==> src/rtl/frame_dump_arbiter.sv <==
// frame_dump_arbiter: owns the single BRAM read port in the clk25 domain.
// VGA fetches always win the port. A frame dump reads pixels only in cycles
// VGA leaves free and streams each 12-bit pixel as two UART bytes
// (high nibble first, then the low byte) over the start_tx/tx_busy handshake.
module frame_dump_arbiter #(
  parameter int ADDR_W = 19,
  parameter int NPIX   = 76800,
  parameter int RD_LAT = 1
) (
  input  logic              clk,
  input  logic              rst_db,
  input  logic              vga_req,
  input  logic [ADDR_W-1:0] vga_addr,
  input  logic              dump_start,
  input  logic              dump_abort,
  output logic [ADDR_W-1:0] bram_rd_addr,
  input  logic [11:0]       bram_rd_data,
  input  logic              tx_busy,
  output logic              start_tx,
  output logic [7:0]        tx_data,
  output logic              vga_grant,
  output logic              dump_active,
  output logic              dump_done
);

  typedef enum logic [3:0] {
    S_IDLE, S_REQ, S_WAIT, S_SEND_HI, S_ACK_HI,
    S_DRAIN_HI, S_SEND_LO, S_ACK_LO, S_DRAIN_LO
  } state_t;

  localparam logic [ADDR_W-1:0] LAST_PIX = ADDR_W'(NPIX - 1);

  state_t              state_q, state_d;
  logic [ADDR_W-1:0]   pix_cnt_q, pix_cnt_d;
  logic [11:0]         pix_q, pix_d;
  logic [RD_LAT:0]     tag_q, tag_d;
  logic [ADDR_W-1:0]   rd_addr_q, rd_addr_d;
  logic                vga_grant_q, vga_grant_d;
  logic                start_tx_q, start_tx_d;
  logic [7:0]          tx_data_q, tx_data_d;
  logic                dump_active_q, dump_active_d;
  logic                dump_done_q, dump_done_d;
  logic                launch_s;

  // Port arbitration and read-tag pipe: VGA first, dump read only when free.
  always_comb begin
    rd_addr_d   = rd_addr_q;
    vga_grant_d = vga_req;
    launch_s    = 1'b0;
    if (vga_req) begin
      rd_addr_d = vga_addr;
    end else if ((state_q == S_REQ) && !dump_abort) begin
      rd_addr_d = pix_cnt_q;
      launch_s  = 1'b1;
    end else begin
      rd_addr_d = rd_addr_q;
    end
    // The tag marks when the dump's read data is valid on bram_rd_data.
    tag_d    = '0;
    tag_d[0] = launch_s;
    for (int i = 1; i <= RD_LAT; i++) begin
      tag_d[i] = tag_q[i-1];
    end
    if (state_q == S_IDLE) begin
      tag_d = '0;
    end else begin
      tag_d = tag_d;
    end
  end

  // Dump sequencer: read pixel, send high byte, send low byte, advance.
  always_comb begin
    state_d     = state_q;
    pix_cnt_d   = pix_cnt_q;
    pix_d       = pix_q;
    start_tx_d  = 1'b0;
    tx_data_d   = tx_data_q;
    dump_done_d = 1'b0;
    case (state_q)
      S_IDLE: begin
        if (dump_start) begin
          pix_cnt_d = '0;
          state_d   = S_REQ;
        end else begin
          state_d = S_IDLE;
        end
      end
      S_REQ: begin
        if (dump_abort) begin
          state_d = S_IDLE;
        end else if (!vga_req) begin
          state_d = S_WAIT;
        end else begin
          state_d = S_REQ;
        end
      end
      S_WAIT: begin
        if (dump_abort) begin
          state_d = S_IDLE;
        end else if (tag_q[RD_LAT]) begin
          pix_d   = bram_rd_data;
          state_d = S_SEND_HI;
        end else begin
          state_d = S_WAIT;
        end
      end
      S_SEND_HI: begin
        if (dump_abort) begin
          state_d = S_IDLE;
        end else if (!tx_busy) begin
          start_tx_d = 1'b1;
          tx_data_d  = {4'h0, pix_q[11:8]};
          state_d    = S_ACK_HI;
        end else begin
          state_d = S_SEND_HI;
        end
      end
      S_ACK_HI: begin
        if (tx_busy) begin
          state_d = S_DRAIN_HI;
        end else begin
          state_d = S_ACK_HI;
        end
      end
      S_DRAIN_HI: begin
        if (!tx_busy) begin
          state_d = S_SEND_LO;
        end else begin
          state_d = S_DRAIN_HI;
        end
      end
      S_SEND_LO: begin
        // Once the high byte is out the low byte always follows, abort or not.
        start_tx_d = 1'b1;
        tx_data_d  = pix_q[7:0];
        state_d    = S_ACK_LO;
      end
      S_ACK_LO: begin
        if (tx_busy) begin
          state_d = S_DRAIN_LO;
        end else begin
          state_d = S_ACK_LO;
        end
      end
      S_DRAIN_LO: begin
        if (tx_busy) begin
          state_d = S_DRAIN_LO;
        end else if (pix_cnt_q == LAST_PIX) begin
          dump_done_d = 1'b1;
          state_d     = S_IDLE;
        end else if (dump_abort) begin
          state_d = S_IDLE;
        end else begin
          pix_cnt_d = pix_cnt_q + ADDR_W'(1);
          state_d   = S_REQ;
        end
      end
      default: begin
        state_d = S_IDLE;
      end
    endcase
    dump_active_d = (state_d != S_IDLE);
  end

  // State and output registers, cleared asynchronously by rst_db.
  always_ff @(posedge clk or negedge rst_db) begin
    if (!rst_db) begin
      state_q       <= S_IDLE;
      pix_cnt_q     <= '0;
      pix_q         <= 12'h000;
      tag_q         <= '0;
      rd_addr_q     <= '0;
      vga_grant_q   <= 1'b0;
      start_tx_q    <= 1'b0;
      tx_data_q     <= 8'h00;
      dump_active_q <= 1'b0;
      dump_done_q   <= 1'b0;
    end else begin
      state_q       <= state_d;
      pix_cnt_q     <= pix_cnt_d;
      pix_q         <= pix_d;
      tag_q         <= tag_d;
      rd_addr_q     <= rd_addr_d;
      vga_grant_q   <= vga_grant_d;
      start_tx_q    <= start_tx_d;
      tx_data_q     <= tx_data_d;
      dump_active_q <= dump_active_d;
      dump_done_q   <= dump_done_d;
    end
  end

  assign bram_rd_addr = rd_addr_q;
  assign vga_grant    = vga_grant_q;
  assign start_tx     = start_tx_q;
  assign tx_data      = tx_data_q;
  assign dump_active  = dump_active_q;
  assign dump_done    = dump_done_q;

endmodule

==> config.mk <==
export PLATFORM = sky130hd
export DESIGN_NAME = frame_dump_arbiter
export DESIGN_NICKNAME = d
export VERILOG_FILES = /design/src/rtl/frame_dump_arbiter.sv
export SDC_FILE = /design/constraint.sdc
export NUM_CORES = 1
export LEC_CHECK = 0
export ABC_AREA = 0
export CORE_MARGIN = 10
export CORE_UTILIZATION = 23
export CTS_BUF_LIST = sky130_fd_sc_hd__clkbuf_16
export CTS_CLUSTER_SIZE = 12
export DETAILED_ROUTE_END_ITERATION = 12
export PLACE_DENSITY = 0.47
export SLEW_MARGIN = 20
export SYNTH_ARGS = -nofsm -noshare
export SYNTH_HDL_FRONTEND = slang
export SYNTH_SLANG_ARGS = --single-unit
==> constraint.sdc <==
create_clock -name clk -period 2.2 [get_ports clk]
set_input_delay 0.33 -clock clk [delete_from_list [all_inputs] [get_ports clk]]
set_output_delay 0.33 -clock clk [all_outputs]
set_load 0.02 [all_outputs]
# == Word level (Yosys, flattened, before mapping) ==
# Index checks and enable logic that the tools add are counted.
# word_totals
wordCells,70
regBits,68
# op_classes
n_eq_ne,15
addsub,1
bitwise,1
muxes,33
n_reduce_logical,10
# op_table
op,count
$mux W19,6
$pmux W19 S2,1
$pmux W4 S9,1
$add A19 B1 Y19 const B,1
$eq A19 B17 Y1 const B,1
$eq A4 B3 Y1 const B,4
$mux W8,2
$pmux W8 S2,1
$mux W1,12
$ne A2 B2 Y1 const B,6
$mux W2,5
$eq A4 B2 Y1 const B,2
$mux W4,2
$mux W3,2
$reduce_and A3 Y1,2
$reduce_bool A2 Y1,3
$reduce_and A5 Y1,1
$eq A4 B1 Y1 const B,1
$eq A4 B4 Y1 const B,1
$logic_not A4 Y1,1
$reduce_bool A4 Y1,1
$pmux W1 S2,1
$logic_and A1 B1 Y1,1
$logic_not A1 Y1,1
$not A1 Y1,1

# == Depth between registers and ports, before layout ==
# logic_depth
word_depth,5
mapped_depth,7

# == Worst setup path after synthesis ==
# No wires, ideal clock.
# synth_timing
kind,register to register
from,register pix_cnt_q[0]
to,"register dump_active_q, in the netlist dump_active"
setup_ps,139
t_arrival_ps,1692
setup_slack_ps,370
required_time_ps,2061
stages_incl_launch_ff,7
cell_sequence,dfrtp_1 -> ha_1 -> nand3_2 -> nor3_4 -> nand2_2 -> a41o_1 -> or4_1
# synth_via
elab_chain_len,5
# synth_rtl
element,line,text
start: declaration,34,"logic [ADDR_W-1:0] pix_cnt_q, pix_cnt_d;"
start signal: assignment,180,pix_cnt_q <= pix_cnt_d;
$eq A19 B17 Y1,148,end else if (pix_cnt_q == LAST_PIX) begin
$mux W1,148,
$mux W4,146,if (tx_busy) begin
$pmux W4 S9,79,case (state_q)
via state_d[0],33,"state_t state_q, state_d;"
$reduce_bool A4 Y1,162,dump_active_d = (state_d != S_IDLE);
via dump_active_d,41,"logic dump_active_q, dump_active_d;"
end signal: assignment,187,dump_active_q <= dump_active_d;
end: declaration,41,
# The timed path passes the listed nets, and every way through them passes these cells.
# A chain may end at the register's enable or synchronous reset.

# == Worst setup path after layout ==
# layout_timing
from,register state_q[0]
to,register pix_cnt_q[13]
# layout_via
elab_chain_len,3
# layout_rtl
element,line,text
start: declaration,33,
start signal: assignment,179,state_q <= state_d;
$eq A4 B4 Y1 / $logic_not A4 Y1 (equally long branches),79,
$ne A2 B2 Y1 (no line) / $reduce_bool A2 Y1 (equally long branches),--,
$reduce_and A5 Y1 (no line),--,
# Several ways; a longest one is shown, not always the timed one.

==> flow_summary.ini <==
[power_and_ir_drop]
p_comb_frac = 0.260
powerDensity_mw_per_mm2 = 883
peakVddDrop_mv = 0.346
power_frac_clock = 0.341
swShare = 0.322
power.net_switching_mw = 1.27
intPower_mw = 2.68
p_leak_nw = 1.96
power_frac_seq = 0.399

[die]
die_x_um = 140
io_pins = 68
initial_core_util = 0.236
core_mm2 = 0.0139
die_h_um = 140
rows = 43
die-area_mm2 = 0.0195

[timing]
tns_ns = 0
rsz0062_at_grt = no
finalCritPeriodShare = 0.869
max_freq_mhz = 523
hold_ws_ns = 0.0194
hold_violations = 0
setup_violations = 0
tightest_slew_ns = 0.673
finalCriticalPeriod_ns = 1.91
skew_ns = 0.00719
slew_headroom = 0.551
final_max_slew_viol_count = 0

[yosys]
synth_top_cells_by_area = dfrtp_1 52%, mux2i_1 7.3%, mux2_2 4.5%
yosysTopAreaCell = dfrtp_1
async_reset_ff_frac = 1.00
synth_edf_count = 0
synth_top_area_frac = 0.518
synth_seq_cells = 68
yosys_warnings = 0
synth_common_cells = 68 x dfrtp_1, 32 x nand2_1, 27 x o21ai_0
ys_seq_area_frac = 0.518
syn-num-nets = 350
netlist_area_mm2 = 0.00329
synth.distinct_cells = 49
synth.most_common_cell = dfrtp_1
ys.flop_type = dfrtp_1
post_synth.cell_area_avg_um2 = 10.5
postSynthCellCount = 312

[clock_network]
cts.clk_slew.worst_paths_ns = 0.06
holdBufCountCts = 0
cts_tree = done
clk_path_buf_depth = 2
post_cts_buffers = 0
cts_sinks = 68
cts-htree-levels = 3
cts_resized = 0
clock_latency_ns = 0.33
numCtsBuffers = 9
cts_root_buffer = clkbuf_16

[critical_path]
cp-endpoint = pix_cnt_q[13]
worst_setup_path_end_kind = flip-flop
critical_path_class = flip-flop to flip-flop
r2r_end = pix_cnt_q[13]
r2r_cells = 5
required_ns = 2.42
rrSetupSlack_ns = 0.29
rr_startpoint = state_q[0]
worst_ep_arrival_time_ns = 2.13
startpoint = state_q[0]
cp_max_fo = 16
start_kind = flip-flop

[layout]
drive_above_1_share = 0.141
num-fill-cells = 1448
antenna_cells = 0
layout.nets = 422
area.growth.synth_to_final_pct = 36.3
stdcell_count = 569

[detailed_routing]
route.vias.total = 2522
routedWlPerCell_um = 15.3
drc_errors = 0
viasPerCell = 4.43
dr.pass1.iters = 4
ant_nets = 0
drt_iter0_markers = 158
drt-total-wl_um = 8700

[placed_design]
dp_hpwl_um = 6100
io_buffers = 67
gp_congestion = 0.772
placed_cells = 553

[global_route]
antenna_found_initial = 0
grt_max_degree = 69
grt_use_total = 0.0924
grt_pass1_wl_um = 14700
grt_overflow = 0
grt_pass1_vias = 2761

[job]
timing.max_cap.violations = 0

[hold_path]
min_path_type = input pin to async pin

[outcome]
status = complete, no violations
[stage by stage]
step / area [um2] / utilization / setup WS (ns) / power, mW
3_5_place_dp: 4200 / 0.302 / -0.00597 / 2.66
4_1_cts: 4480 / 0.322 / 0.276 / 4.04
6_report: 4480 / 0.322 / 0.288 / 3.95
5_1_grt: 4480 / 0.322 / 0.0705 / 4.22
3_3_place_gp: 4200 / 0.302 / -0.0326 / 2.64
2_1_floorplan: 3290 / - / 0.370 / 2.21
[cells by family after synthesis]
kind of cell    share of synthesized area
flops                               0.518
compound gates                      0.105
buf+inv                            0.0377
xor+xnor                           0.0426
simple gates                        0.175
mux                                 0.118
fa+ha+maj                         0.00380
[flip-flops by register name (all words and copies together) (netlist names)]
register and flops:
start_tx 1, pix_q 12, tag_q 2, tx_data 8, bram_rd_addr 19, pix_cnt_q 19, vga_grant 1, dump_active 1
dump_done 1, state_q 4
[cell type report]
cell class,count,area [um2],share of cell area
Multi-Input combinational cell,217,1460,0.326
Clock buffer,9,225,0.0503
Clock inverter,7,52.6,0.0117
Sequential cell,68,1700,0.380
Timing Repair Buffer,82,791,0.176
Inverter,6,22.5,0.00503
Tap cell,180,225,0.0503
[worst min-delay path by stage]
stage                     slack [ns]         endpoint  cells past startpoint  startpoint
after floorplan                 0.03  bram_rd_addr[0]                      0      rst_db
after global placement          0.39      dump_active                      2      rst_db
after detailed placement        0.39       state_q[2]                      2      rst_db
after CTS                       0.03       state_q[3]                      2      rst_db
after global routing            0.04         pix_q[5]                      2      rst_db
final                           0.02       state_q[2]                      2      rst_db
[cell usage in the layout (no fill, tap or decap), drive strengths merged, types with 11 or more instances in the layout]
cell,synthesis,routed
buf,17,16
clkdlybuf4s50,0,66
dfrtp,68,68
mux2,13,13
mux2i,24,24
nand2,33,33
nand3,11,11
nor2,25,25
o21ai,28,28
xnor2,16,16
[routing by layer]
| layer | global-route usage | vias up | part of all wire |
|---|---|---|---|
| li1 | - | 1257 | - |
| met1 | 0.115 | 1208 | 0.47 |
| met2 | 0.145 | 50 | 0.47 |
| met3 | 0.0306 | 7 | 0.050 |
| met4 | 0.0342 | 0 | 0.015 |
| met5 | 0 | - | 0 |
[critical path, stage by stage, from the launching register on]
cell	delay [ns]
dfrtp_1	0.52
nor3_2	0.38
o21ai_2	0.28
nor4_1	0.40
xnor2_1	0.17
nor2_1	0.05
[power by group through the flow]
stage,registers [mW],clock network [mW],logic [mW]
2_1_floorplan,1.64,0,0.572
3_3_place_gp,1.60,0,1.04
3_5_place_dp,1.61,0,1.05
4_1_cts,1.58,1.40,1.05
5_1_grt,1.61,1.47,1.13
6_report,1.58,1.35,1.03
(Power assumes the default switching activity.)
==> RTL change, RTL diff (same flow settings) <==
Compare `pix_cnt_q` against `LAST_PIX` with >= in place of ==.
--- a/src/rtl/frame_dump_arbiter.sv
+++ b/src/rtl/frame_dump_arbiter.sv
@@ -146,5 +146,5 @@
         if (tx_busy) begin
           state_d = S_DRAIN_LO;
-        end else if (pix_cnt_q == LAST_PIX) begin
+        end else if (pix_cnt_q >= LAST_PIX) begin
           dump_done_d = 1'b1;
           state_d     = S_IDLE;
Function: no difference found for any inputs over 10 cycles, from zero or initial values and one cycle with rst_db low; that may be too few to reach the edited logic, so the function may still have changed.
==> RTL change against the unedited design <==
  * The run now ends with negative setup slack left
  * Global-route usage rose by 0.57 points
  * Worst hold slack improved by 0.45 ns
  * Sequential cell count did not move
  * Setup slack got worse by 0.32 ns
  * Design area rose by 6.4%
  * Routed wire length rose by 3.5%
  * Largest cell class unchanged
  * Largest power group unchanged
  * Synthesized area fell by 4.0%
  * Fmax fell by 14%
  * First-iteration DRC count fell by 34%
  * Combinational power barely moved
  * Critical endpoint is now dump_active
  * Total power rose by 0.62%
==> RTL change: results (changes against the unedited design) <==
** Placed design
- DP Cell Count :: 557 (+0.72%)
- Count of input and output buffers :: 67 (unchanged)
- The area of placed instances came to 4280 um2 (+1.8%).
- Post-placement worst setup slack :: -0.382 ns (-0.376 ns)
- The half-perimeter wire length after detailed placement came to 6630 um (+8.7%).

** Min path
- Hold endpoint :: dump_done
- The tightest min-delay check is of the primary input to flip-flop type.

** Finish
- Fraction of layout instances using a drive strength above 1 :: 0.241 (+0.0993)
- Post-layout nets :: 436 (+3.3%)
- Number of standard cells in the layout, taps in and fillers out :: 579 (+1.8%)
- The count of inserted antenna diode cells is 0 (unchanged).
- Count of filler cells inserted in the layout :: 1373 (-5.2%)

** Worst setup path
- The worst register-to-register path begins at pix_cnt_q[18].
- The endpoint identified for the worst register-to-register timing path is dump_active.
- The critical-path maximum fanout is 5 (-11).
- Worst path slowest cell :: sky130_fd_sc_hd__or4_4
- Worst Setup SP :: pix_cnt_q[18]
- The cell depth of the worst flop-to-flop path is 6 (+1).
- Worst EP arrival :: 2.44 ns (+0.31 ns)

** Global routing
- First-pass GRT wire length :: 14400 um (-2.0%)
- The all-layer global routing usage was 0.0980 (+0.00566).

** Logic synthesis
- The post-synthesis net count came to 329 (-6.0%).
- Cell types with the largest area share after synthesis :: sky130_fd_sc_hd__dfrtp_1, sky130_fd_sc_hd__mux2i_1, sky130_fd_sc_hd__o21ai_0, sky130_fd_sc_hd__mux2_2, sky130_fd_sc_hd__nand2_1
- Share of async-settable or async-resettable flops after synthesis :: 1.00 (unchanged)
- The compound-gate portion of the synthesized area is 0.134 (+0.0286).
- The average cell area after synthesis came to 10.8 um2 (+2.9%).
- Mux contribution to synthesized area :: 0.123 (+0.00494)
- Sequential fraction of the synthesis area :: 0.539 (+0.0218)
- The XOR/XNOR share of the synthesized area was 0.0111 (-0.0315).
- By count the netlist is led by sky130_fd_sc_hd__dfrtp_1, sky130_fd_sc_hd__nand2_1, sky130_fd_sc_hd__o21ai_0.

** STA
- The worst hold slack after final layout was 0.467 ns (+0.448 ns).
- PnR worst setup slack :: -0.0344 ns (-0.322 ns)
- Worst clock skew on the final layout :: 0.00871 ns (+0.00151 ns)
- The number of endpoints failing setup at the final stage was 3 (+3).
- Final-layout setup total negative slack :: -0.0504 ns (-0.0504 ns)

** Detailed routing
- Violation count after the first detailed-routing iteration :: 104 (-34%)
- Via count normalized by instance count :: 4.45 (+0.38%)
- The total routed wirelength is 9000 um (+3.5%).

** Power and ir drop
- The clock group share of total power is 0.367 (+0.026).
- The leakage power summed over all cells came to 2.15 nW (+9.7%).
- Switching pwr :: 1.18 mW (-7.3%)
- Clock network power :: 1.46 mW (+8%)
- The part of the power in combinational logic was 0.258 (-0.002).
- Worst vdd ir :: 0.440 mV (+27%)

** Status
- The flow ran to the end, but the final reports show violations.
- The final reports fail on negative setup slack.
RTL change: cell count changes in the layout (fill, tap and decap cells not counted), sizes merged, moves of 4 or more:
cell	unedited run	this run
a211oi	7	1
a21oi	4	9
buf	16	47
nor2	25	10
nor4	9	3
o31ai	0	4
or3	0	6
or4	1	5
xnor2	16	3
RTL change: area by class of cell:
| type | count | area [um2] | share of cell area |
|---|---|---|---|
| inverter | 5 | 18.8 | 0.00394 |
| clock buffer | 9 | 225 | 0.0472 |
| sequential | 68 | 1700 | 0.357 |
| clock inverter | 7 | 76.3 | 0.0160 |
| tap | 176 | 220 | 0.0462 |
| timing repair buffer | 114 | 1050 | 0.221 |
| multi-input combinational | 200 | 1470 | 0.309 |
RTL change: timing repair:
item / CTS / global route
gates resized for setup: 6 / 21
setup endpoints to repair: 8 / 15
hold buffers: 1 / 0
setup buffers: 1 / 4
pin swaps: 7 / 9
hold endpoints to repair: 34 / 0
RTL change: worst max-delay path, delay by kind of cell, from the launching register on:
family,cells,cell delay [ns]
DFF,1,0.38
buffers and inverters,1,0.14
AOI/OAI and AO/OA,2,0.32
and+or+nand+nor,3,1.27
RTL change: cells by family (layout without fill, tap and decap cells):
| logic type | after synthesis | count (layout) |
|---|---|---|
| AO/OA/AOI/OAI | 65 | 65 |
| flip-flops | 68 | 68 |
| buffers and inverters | 23 | 135 |
| adder cells (fa/ha/maj) | 1 | 1 |
| multiplexers | 37 | 37 |
| XOR/XNOR | 4 | 4 |
| AND/OR/NAND/NOR | 93 | 93 |
RTL change: routing by layer:
layer	up-vias	global-route usage	part of all wire
met2	43	0.156	0.49
met5	-	0	0
met3	6	0.0326	0.044
met1	1255	0.122	0.46
li1	1272	-	-
met4	0	0.0328	0.012
